<file path="config.mk">
export PLATFORM = sky130hd
export DESIGN_NAME = mem_arbiter
export DESIGN_NICKNAME = d
export VERILOG_FILES = /design/src/rtl/mem_arbiter.sv
export SDC_FILE = /design/constraint.sdc
export NUM_CORES = 1
export LEC_CHECK = 0
export CAP_MARGIN = 0
export CORE_MARGIN = 2
export CORE_UTILIZATION = 36
export DETAILED_ROUTE_END_ITERATION = 10
export PLACE_DENSITY = 0.76
export RECOVER_POWER = 50
export SLEW_MARGIN = 20
export SYNTH_ARGS = -nofsm -noshare
export SYNTH_HDL_FRONTEND = slang
export SYNTH_SLANG_ARGS = --single-unit
</file>
<file path="constraint.sdc">
create_clock -name clk -period 2.4 [get_ports clk]
set_input_delay 0.48 -clock clk [delete_from_list [all_inputs] [get_ports clk]]
set_output_delay 0.48 -clock clk [all_outputs]
set_load 0.01 [all_outputs]
</file>
<file path="src/rtl/mem_arbiter.sv">
// Two-master (IFU read-only, LSU read/write) to one-slave memory arbiter. One transaction
// in flight, round-robin on ties, and a watchdog that turns a silent slave into an error.
module mem_arbiter #(
    parameter int ADDR_W  = 32,
    parameter int DATA_W  = 32,
    parameter int TIMEOUT = 255
) (
    input  logic              clk,
    input  logic              rst,

    input  logic              ifu_req_valid,
    output logic              ifu_req_ready,
    input  logic [ADDR_W-1:0] ifu_addr,
    output logic              ifu_resp_valid,
    input  logic              ifu_resp_ready,
    output logic [DATA_W-1:0] ifu_rdata,
    output logic              ifu_resp_err,

    input  logic              lsu_req_valid,
    output logic              lsu_req_ready,
    input  logic [ADDR_W-1:0] lsu_addr,
    input  logic              lsu_wen,
    input  logic [DATA_W-1:0] lsu_wdata,
    input  logic [7:0]        lsu_wmask,
    output logic              lsu_resp_valid,
    input  logic              lsu_resp_ready,
    output logic [DATA_W-1:0] lsu_rdata,
    output logic              lsu_resp_err,

    output logic              mem_req_valid,
    input  logic              mem_req_ready,
    output logic [ADDR_W-1:0] mem_addr,
    output logic              mem_wen,
    output logic [DATA_W-1:0] mem_wdata,
    output logic [7:0]        mem_wmask,
    input  logic              mem_resp_valid,
    output logic              mem_resp_ready,
    input  logic [DATA_W-1:0] mem_rdata,

    output logic              busy
);

    typedef enum logic [1:0] {IDLE, ISSUE, WAIT, RESP} state_t;

    localparam logic [15:0] LAST_CNT = 16'(TIMEOUT - 1);

    state_t            r_state;
    logic              r_owner;
    logic              r_last_lsu;
    logic              r_stale;
    logic [ADDR_W-1:0] r_addr;
    logic              r_wen;
    logic [DATA_W-1:0] r_wdata;
    logic [7:0]        r_wmask;
    logic [DATA_W-1:0] r_resp_data;
    logic              r_resp_err;
    logic [15:0]       r_cnt;

    logic w_grant;
    logic w_grant_lsu;
    logic w_owner_ready;

    always_comb begin
        w_grant       = rst && (r_state == IDLE) && !r_stale && (ifu_req_valid || lsu_req_valid);
        // On a tie the master that did not win last time goes first.
        w_grant_lsu   = lsu_req_valid && (!ifu_req_valid || !r_last_lsu);
        w_owner_ready = r_owner ? lsu_resp_ready : ifu_resp_ready;
    end

    assign ifu_req_ready  = w_grant && !w_grant_lsu;
    assign lsu_req_ready  = w_grant && w_grant_lsu;

    assign mem_req_valid  = (r_state == ISSUE);
    assign mem_addr       = r_addr;
    assign mem_wen        = r_wen;
    assign mem_wdata      = r_wdata;
    assign mem_wmask      = r_wmask;
    // A stale response from a timed-out transaction is still accepted and dropped.
    assign mem_resp_ready = (r_state == WAIT) || r_stale;

    assign ifu_resp_valid = (r_state == RESP) && !r_owner;
    assign lsu_resp_valid = (r_state == RESP) && r_owner;
    assign ifu_rdata      = r_owner ? '0 : r_resp_data;
    assign lsu_rdata      = r_owner ? r_resp_data : '0;
    assign ifu_resp_err   = r_resp_err && !r_owner;
    assign lsu_resp_err   = r_resp_err && r_owner;

    assign busy           = (r_state != IDLE) || r_stale;

    always_ff @(posedge clk) begin
        if (!rst) begin
            r_state     <= IDLE;
            r_owner     <= 1'b0;
            r_last_lsu  <= 1'b0;
            r_stale     <= 1'b0;
            r_addr      <= '0;
            r_wen       <= 1'b0;
            r_wdata     <= '0;
            r_wmask     <= '0;
            r_resp_data <= '0;
            r_resp_err  <= 1'b0;
            r_cnt       <= '0;
        end else begin
            if (r_stale && mem_resp_valid)
                r_stale <= 1'b0;
            case (r_state)
                IDLE: begin
                    if (w_grant) begin
                        r_owner    <= w_grant_lsu;
                        r_last_lsu <= w_grant_lsu;
                        r_addr     <= w_grant_lsu ? lsu_addr : ifu_addr;
                        r_wen      <= w_grant_lsu && lsu_wen;
                        r_wdata    <= w_grant_lsu ? lsu_wdata : '0;
                        r_wmask    <= w_grant_lsu ? lsu_wmask : '0;
                        r_state    <= ISSUE;
                    end
                end
                ISSUE: begin
                    if (mem_req_ready) begin
                        r_cnt   <= '0;
                        r_state <= WAIT;
                    end
                end
                WAIT: begin
                    // A response in the expiry cycle takes priority over the error.
                    if (mem_resp_valid) begin
                        r_resp_data <= r_wen ? '0 : mem_rdata;
                        r_resp_err  <= 1'b0;
                        r_state     <= RESP;
                    end else if (r_cnt == LAST_CNT) begin
                        r_resp_data <= '0;
                        r_resp_err  <= 1'b1;
                        r_stale     <= 1'b1;
                        r_state     <= RESP;
                    end else begin
                        r_cnt <= r_cnt + 16'd1;
                    end
                end
                RESP: begin
                    if (w_owner_ready)
                        r_state <= IDLE;
                end
                default: r_state <= IDLE;
            endcase
        end
    end

endmodule

</file>
; Word-level counts from Yosys, hierarchy flattened
; Index checks and enable logic that the tools add are counted.
; Widths: inputs -> output; s select.
[totals]
regBits = 126
latch_bits = 0
ram_bits = 0
romBits = 0
in_bits = 145
output_inout_bits = 146
wordCells = 74
mem_count = 0
[classes]
addsub = 1
mul = 0
div = 0
magnitude_cmp = 0
eq_ne = 10
n_shift = 0
muxes = 25
bitwise_logic = 0
reduce_logical = 28
[ops]
columns = op, count
row1 = $mux 32, 7
row2 = $mux 16, 3
row3 = $pmux 16 s2, 1
row4 = $add 16x1->16 const B, 1
row5 = $eq 16x8->1 const B, 1
row6 = $logic_and 1x1->1, 12
row7 = $mux 2, 5
row8 = $mux 8, 1
row9 = $ne 2x2->1 const B, 4
row10 = $pmux 2 s4, 1
row11 = $reduce_and 4->1, 2
row12 = $mux 1, 7
row13 = $reduce_bool 2->1, 3
row14 = $eq 2x2->1 const B, 2
row15 = $logic_not 1->1, 4
row16 = $logic_or 1x1->1, 4
row17 = $reduce_and 2->1, 2
row18 = $ne 3x2->1 const B, 1
row19 = $eq 2x1->1 const B, 1
row20 = $logic_not 2->1, 1
row21 = $ne 2x1->1 const B, 1

; Longest topological paths before layout
[logic_depth]
depth_word = 6
mapped_depth = 9
depth_no_buf = 7

; Worst setup path after synthesis
; No wires, ideal clock.
[synth_timing]
path_kind = reg2reg
start = reg r_cnt[0]
end = reg r_resp_data[11]
setup_time_ns = 0.117
arrival_ns = 2.187
required_ns = 2.283
setup_slack_ns = 0.096
path_stages_with_launch = 10
path_buffers = 2
period_less_slack_ns = 2.304
cell_sequence = dfxtp_1 > inv_1 > ha_1 > or4b_4 > nor4_4 > o21ai_4 > and2_4 > buf_6 > buf_6 > a22o_1
[synth_between]
elab_chain_cells = 3
[synth_rtl]
columns = item, line_no
row1 = "start, declared", 57  ; logic [15:0] r_cnt;
row2 = "start signal, assigned", 136  ; r_cnt <= r_cnt + 16'd1;
row3 = $eq 16x8->1, 130  ; end else if (r_cnt == LAST_CNT) begin
row4 = $reduce_bool 2->1 (no source line), -
row5 = $reduce_and 2->1 (no source line), -
row6 = "end signal, assigned", 127  ; r_resp_data <= r_wen ? '0 : mem_rdata;
row7 = "end, declared", 55  ; logic [DATA_W-1:0] r_resp_data;
; No other way between the ends.
; A chain may end at the register's enable or synchronous reset.

; Worst setup path after layout
[layout_timing]
start = reg r_state[0]
end = out mem_resp_ready
[layout_between]
elab_chain_cells = 2
[layout_rtl]
columns = item, line_no
row1 = "start, declared", 47  ; state_t r_state;
row2 = "start signal, assigned", 92  ; r_state <= IDLE;
row3 = "start signal, assigned", 115  ; r_state <= ISSUE;
row4 = "start signal, assigned", 121  ; r_state <= WAIT;
row5 = $eq 2x2->1, 79  ; assign mem_resp_ready = (r_state == WAIT) || r_stale;
row6 = $logic_or 1x1->1, 79
row7 = "end, declared", 37  ; output logic mem_resp_ready,
; No other way between the ends.

==> summary.txt <==
Outcome
  • Outcome: complete, no violations

Floorplan
  • Die span in x: 130 um
  • Starting Density: 36.5%
  • Die ar.: 17000 um2
  • Num rows: 46
  • I/O pins: about 290
  • Core region area: 15800 um2
  • Die H: 130 um

Final layout
  • Footprint of the multi-input gates: 3000 um2
  • Area grow syn2layout: 66.1%
  • Proportion of layout cells with a drive suffix above 1: 8.02%
  • Most common cell after layout, fill and taps aside: clkdlybuf4s50_1
  • Post-layout instance area: 9560 um2
  • # fillers: 1400
  • Final non-filler cell total: 1165
  • Commonest cells after routing, fill and taps aside: clkdlybuf4s50_1, dfxtp_1, nand2_1
  • Reg area: around 2500 um2
  • Fin util: 60.6%
  • Final nets: 1088

GRT
  • GR Layer Usage met3: under 10%
  • Global route overflow: 0
  • Largest net degree at the start of global routing: 69
  • Grt peak-use layer: met2
  • Vias in the first global route: 5487
  • First-pass GRT wire length: roughly 29000 um
  • Met2 Track Usage GR: 37.1%
  • Met1 Use GR: 24.6%
  • Gr usage total: 21.7%
  • Antenna violations before repair: 1

Yosys
  • Primary FF master, synth: dfxtp_1
  • Sequential cell area fraction in the yosys report: 43.8%
  • Synth Cell Area: ~5800 um2
  • Netlist cell types: 47
  • Synthesized netlist cell count: 649
  • Async S/R FF share, synth: 0%
  • Synthesis-stage register bit count: 126
  • Warnings from Yosys: 0
  • Net Count, Synth: 801
  • Post-synthesis average cell area: about 8.9 um2
  • Number of synthesized flops with an enable pin: 0

Clocking
  • H-tree lvl count: 4
  • # hold bufs at CTS: 0
  • CTS buffer count: 17
  • Clock Latency Late Sink: roughly 420 ps
  • Clk slew on worst S/H paths: 50 ps
  • Clk root buf: clkbuf_16
  • Post-CTS setup buffer count: 0
  • Clock sink count: 126
  • Clock Tree Buf Depth: 2
  • CTS tree: built

STA
  • Worst rel slew slack: about 36%
  • Fin crit period: 2300 ps
  • Pins Over Slew Limit: 0
  • Worst-Margin Slew: 966 ps
  • Final worst slack: between 100 and 150 ps
  • Final setup viols: 0
  • Clk_skew: about 6.1 ps
  • Fmax: 435 MHz
  • Final hold violation count: 0
  • Final period util: between 90% and 100%

Route
  • 1st-pass router iterations: 4
  • DR WL/cell: 15.6 um
  • Final WL: 18100 um
  • DRC viols: 0
  • Via count: 5684
  • Vias per inst: 4.88
  • DR iter-0 viols: 211
  • Routed Antenna Nets: 0

Worst setup path
  • Critical Path Max Stage Delay: 370 ps
  • Crit path max fanout: 4
  • Worst setup endpoint: mem_resp_ready
  • R2R Setup Slk: 180 ps
  • Req. time, crit path: 1920 ps
  • Worst setup path start: r_state[0]$_SDFFE_PN0P_
  • Reg2Reg Launch Point: r_cnt[0]$_SDFFE_PN0P_
  • Worst reg2reg endpoint: r_resp_data[9]$_SDFFE_PN0P_
  • Cells along the critical path: inv_1 -> buf_4 -> ha_1 -> or2_2 -> dlygate4sd2_1
  • Setup crit start kind: flip-flop
  • CP max-delay cell: dfxtp_1
  • Crit end category: output pin
  • Reg2reg path depth: 8
  • WS Path Type: flip-flop to output pin
  • CP arrival: about 1800 ps

Placement
  • Cell Area, Placed: 8960 um2
  • Post-Place Setup Slack: -268 ps
  • Dpl hpwl: about 13000 um
  • Placed cells: 1133
  • GP Congestion: 0.796
  • IO buf count: 290

Power
  • Leakage: 0.00393 uW
  • PwrDens: 781 nW/um2
  • Worst-case vdd ir drop: around 560 uV
  • Tot Pwr: roughly 7500 uW

Hold path
  • Hold Path Class: flip-flop to flip-flop

Run
  • Max-cap check violation count: 0
[state kept, by name (all words and copies together) (netlist names)]
name / flops
mem_wdata: 32
r_state: 2
mem_wmask: 8
mem_addr: 32
r_stale: 1
r_last_lsu: 1
r_cnt: 16
r_resp_err: 1
r_resp_data: 32
mem_wen: 1
[through the flow]
step / setup TNS, ps / hold WS (ps)
finish: 0 / 457
CTS: 0 / 462
floorplan: 0 / 432
detailed placement: -2360 / 455
global placement: -1640 / 448
global route: -12.9 / 481
[critical path, delay by kind of cell (launching register included)]
family | cells | cell delay [ps]
flops | 1 | 370
buf+inv | 3 | 500
simple gates | 1 | 300
fa+ha+maj | 1 | 240
[kinds of logic after synthesis]
logic type,after synthesis,synth area share [%]
adder cells (fa/ha/maj),7,1.52
AND/OR/NAND/NOR,273,23.9
buffers and inverters,60,4.35
flip-flops,126,43.8
AO/OA/AOI/OAI,149,20.5
multiplexers,34,5.91
[synth_stat cells (2+ instances only)]
master | instances | area share (%)
dfxtp_1 | 126 | 44
nand2_1 | 107 | 7.0
nand3_1 | 60 | 5.2
a21boi_0 | 42 | 5.5
clkbuf_1 | 41 | 2.7
and2_1 | 37 | 4.0
nor2b_1 | 35 | 3.8
mux2i_1 | 34 | 5.9
o211a_1 | 32 | 5.6
a22o_1 | 24 | 3.7
o21ai_0 | 16 | 1.4
a21oi_1 | 12 | 1.0
nor2_1 | 9 | 0.59
buf_1 | 8 | 0.52
ha_1 | 7 | 1.5
inv_1 | 6 | 0.39
o211ai_1 | 4 | 0.52
o32ai_1 | 4 | 0.61
or3_1 | 4 | 0.43
buf_6 | 3 | 0.59
nor3_1 | 3 | 0.26
nor3b_1 | 3 | 0.39
o31ai_1 | 3 | 0.39
and3_1 | 2 | 0.22
buf_2 | 2 | 0.17
nand2b_1 | 2 | 0.22
nand4_1 | 2 | 0.22
or2_2 | 2 | 0.22
[how the worst min path moves through the flow]
stage,slack (ps),depth (start not counted),start,endpoint
finish,460,2,mem_wdata[31]$_SDFFE_PN0P_,mem_wdata[31]$_SDFFE_PN0P_
global route,480,2,mem_wdata[31]$_SDFFE_PN0P_,mem_wdata[31]$_SDFFE_PN0P_
CTS,460,2,mem_wdata[31]$_SDFFE_PN0P_,mem_wdata[31]$_SDFFE_PN0P_
detailed placement,460,2,mem_wdata[31]$_SDFFE_PN0P_,mem_wdata[31]$_SDFFE_PN0P_
global placement,450,2,mem_wmask[3]$_SDFFE_PN0P_,mem_wmask[3]$_SDFFE_PN0P_
floorplan,430,1,r_cnt[15]$_SDFFE_PN0P_,r_cnt[15]$_SDFFE_PN0P_
[routing by layer]
| layer | wire length, um | vias to the layer above |
|---|---|---|
| met5 | 0 | - |
| met4 | 531 | 0 |
| met3 | 1720 | 35 |
| met2 | 8650 | 241 |
| met1 | 7240 | 2564 |
| li1 | - | 2844 |
[power by group]
group          internal [uW]  total [uW]  switching (uW)
Clock                   1700        2620             914
Sequential              2370        2530             161
Combinational           1190        2320            1130
Total                   5260        7460            2210
[timing repair]
action | CTS | global route
endpoints found under the hold margin | 0 | 0
gates resized for setup | 4 | 7
endpoints found under the setup margin | 21 | 35
gates cloned | 0 | 0
[area by class of cell]
type / count / area share [%]
antenna: 1 / 0.0262
tap: 216 / 2.83
clock inverter: 7 / 1.15
multi-input combinational: 463 / 31.4
timing repair buffer: 322 / 32.9
inverter: 6 / 0.236
clock buffer: 24 / 5.04
sequential: 126 / 26.4
Note: power is estimated with default switching activity, not from simulation.
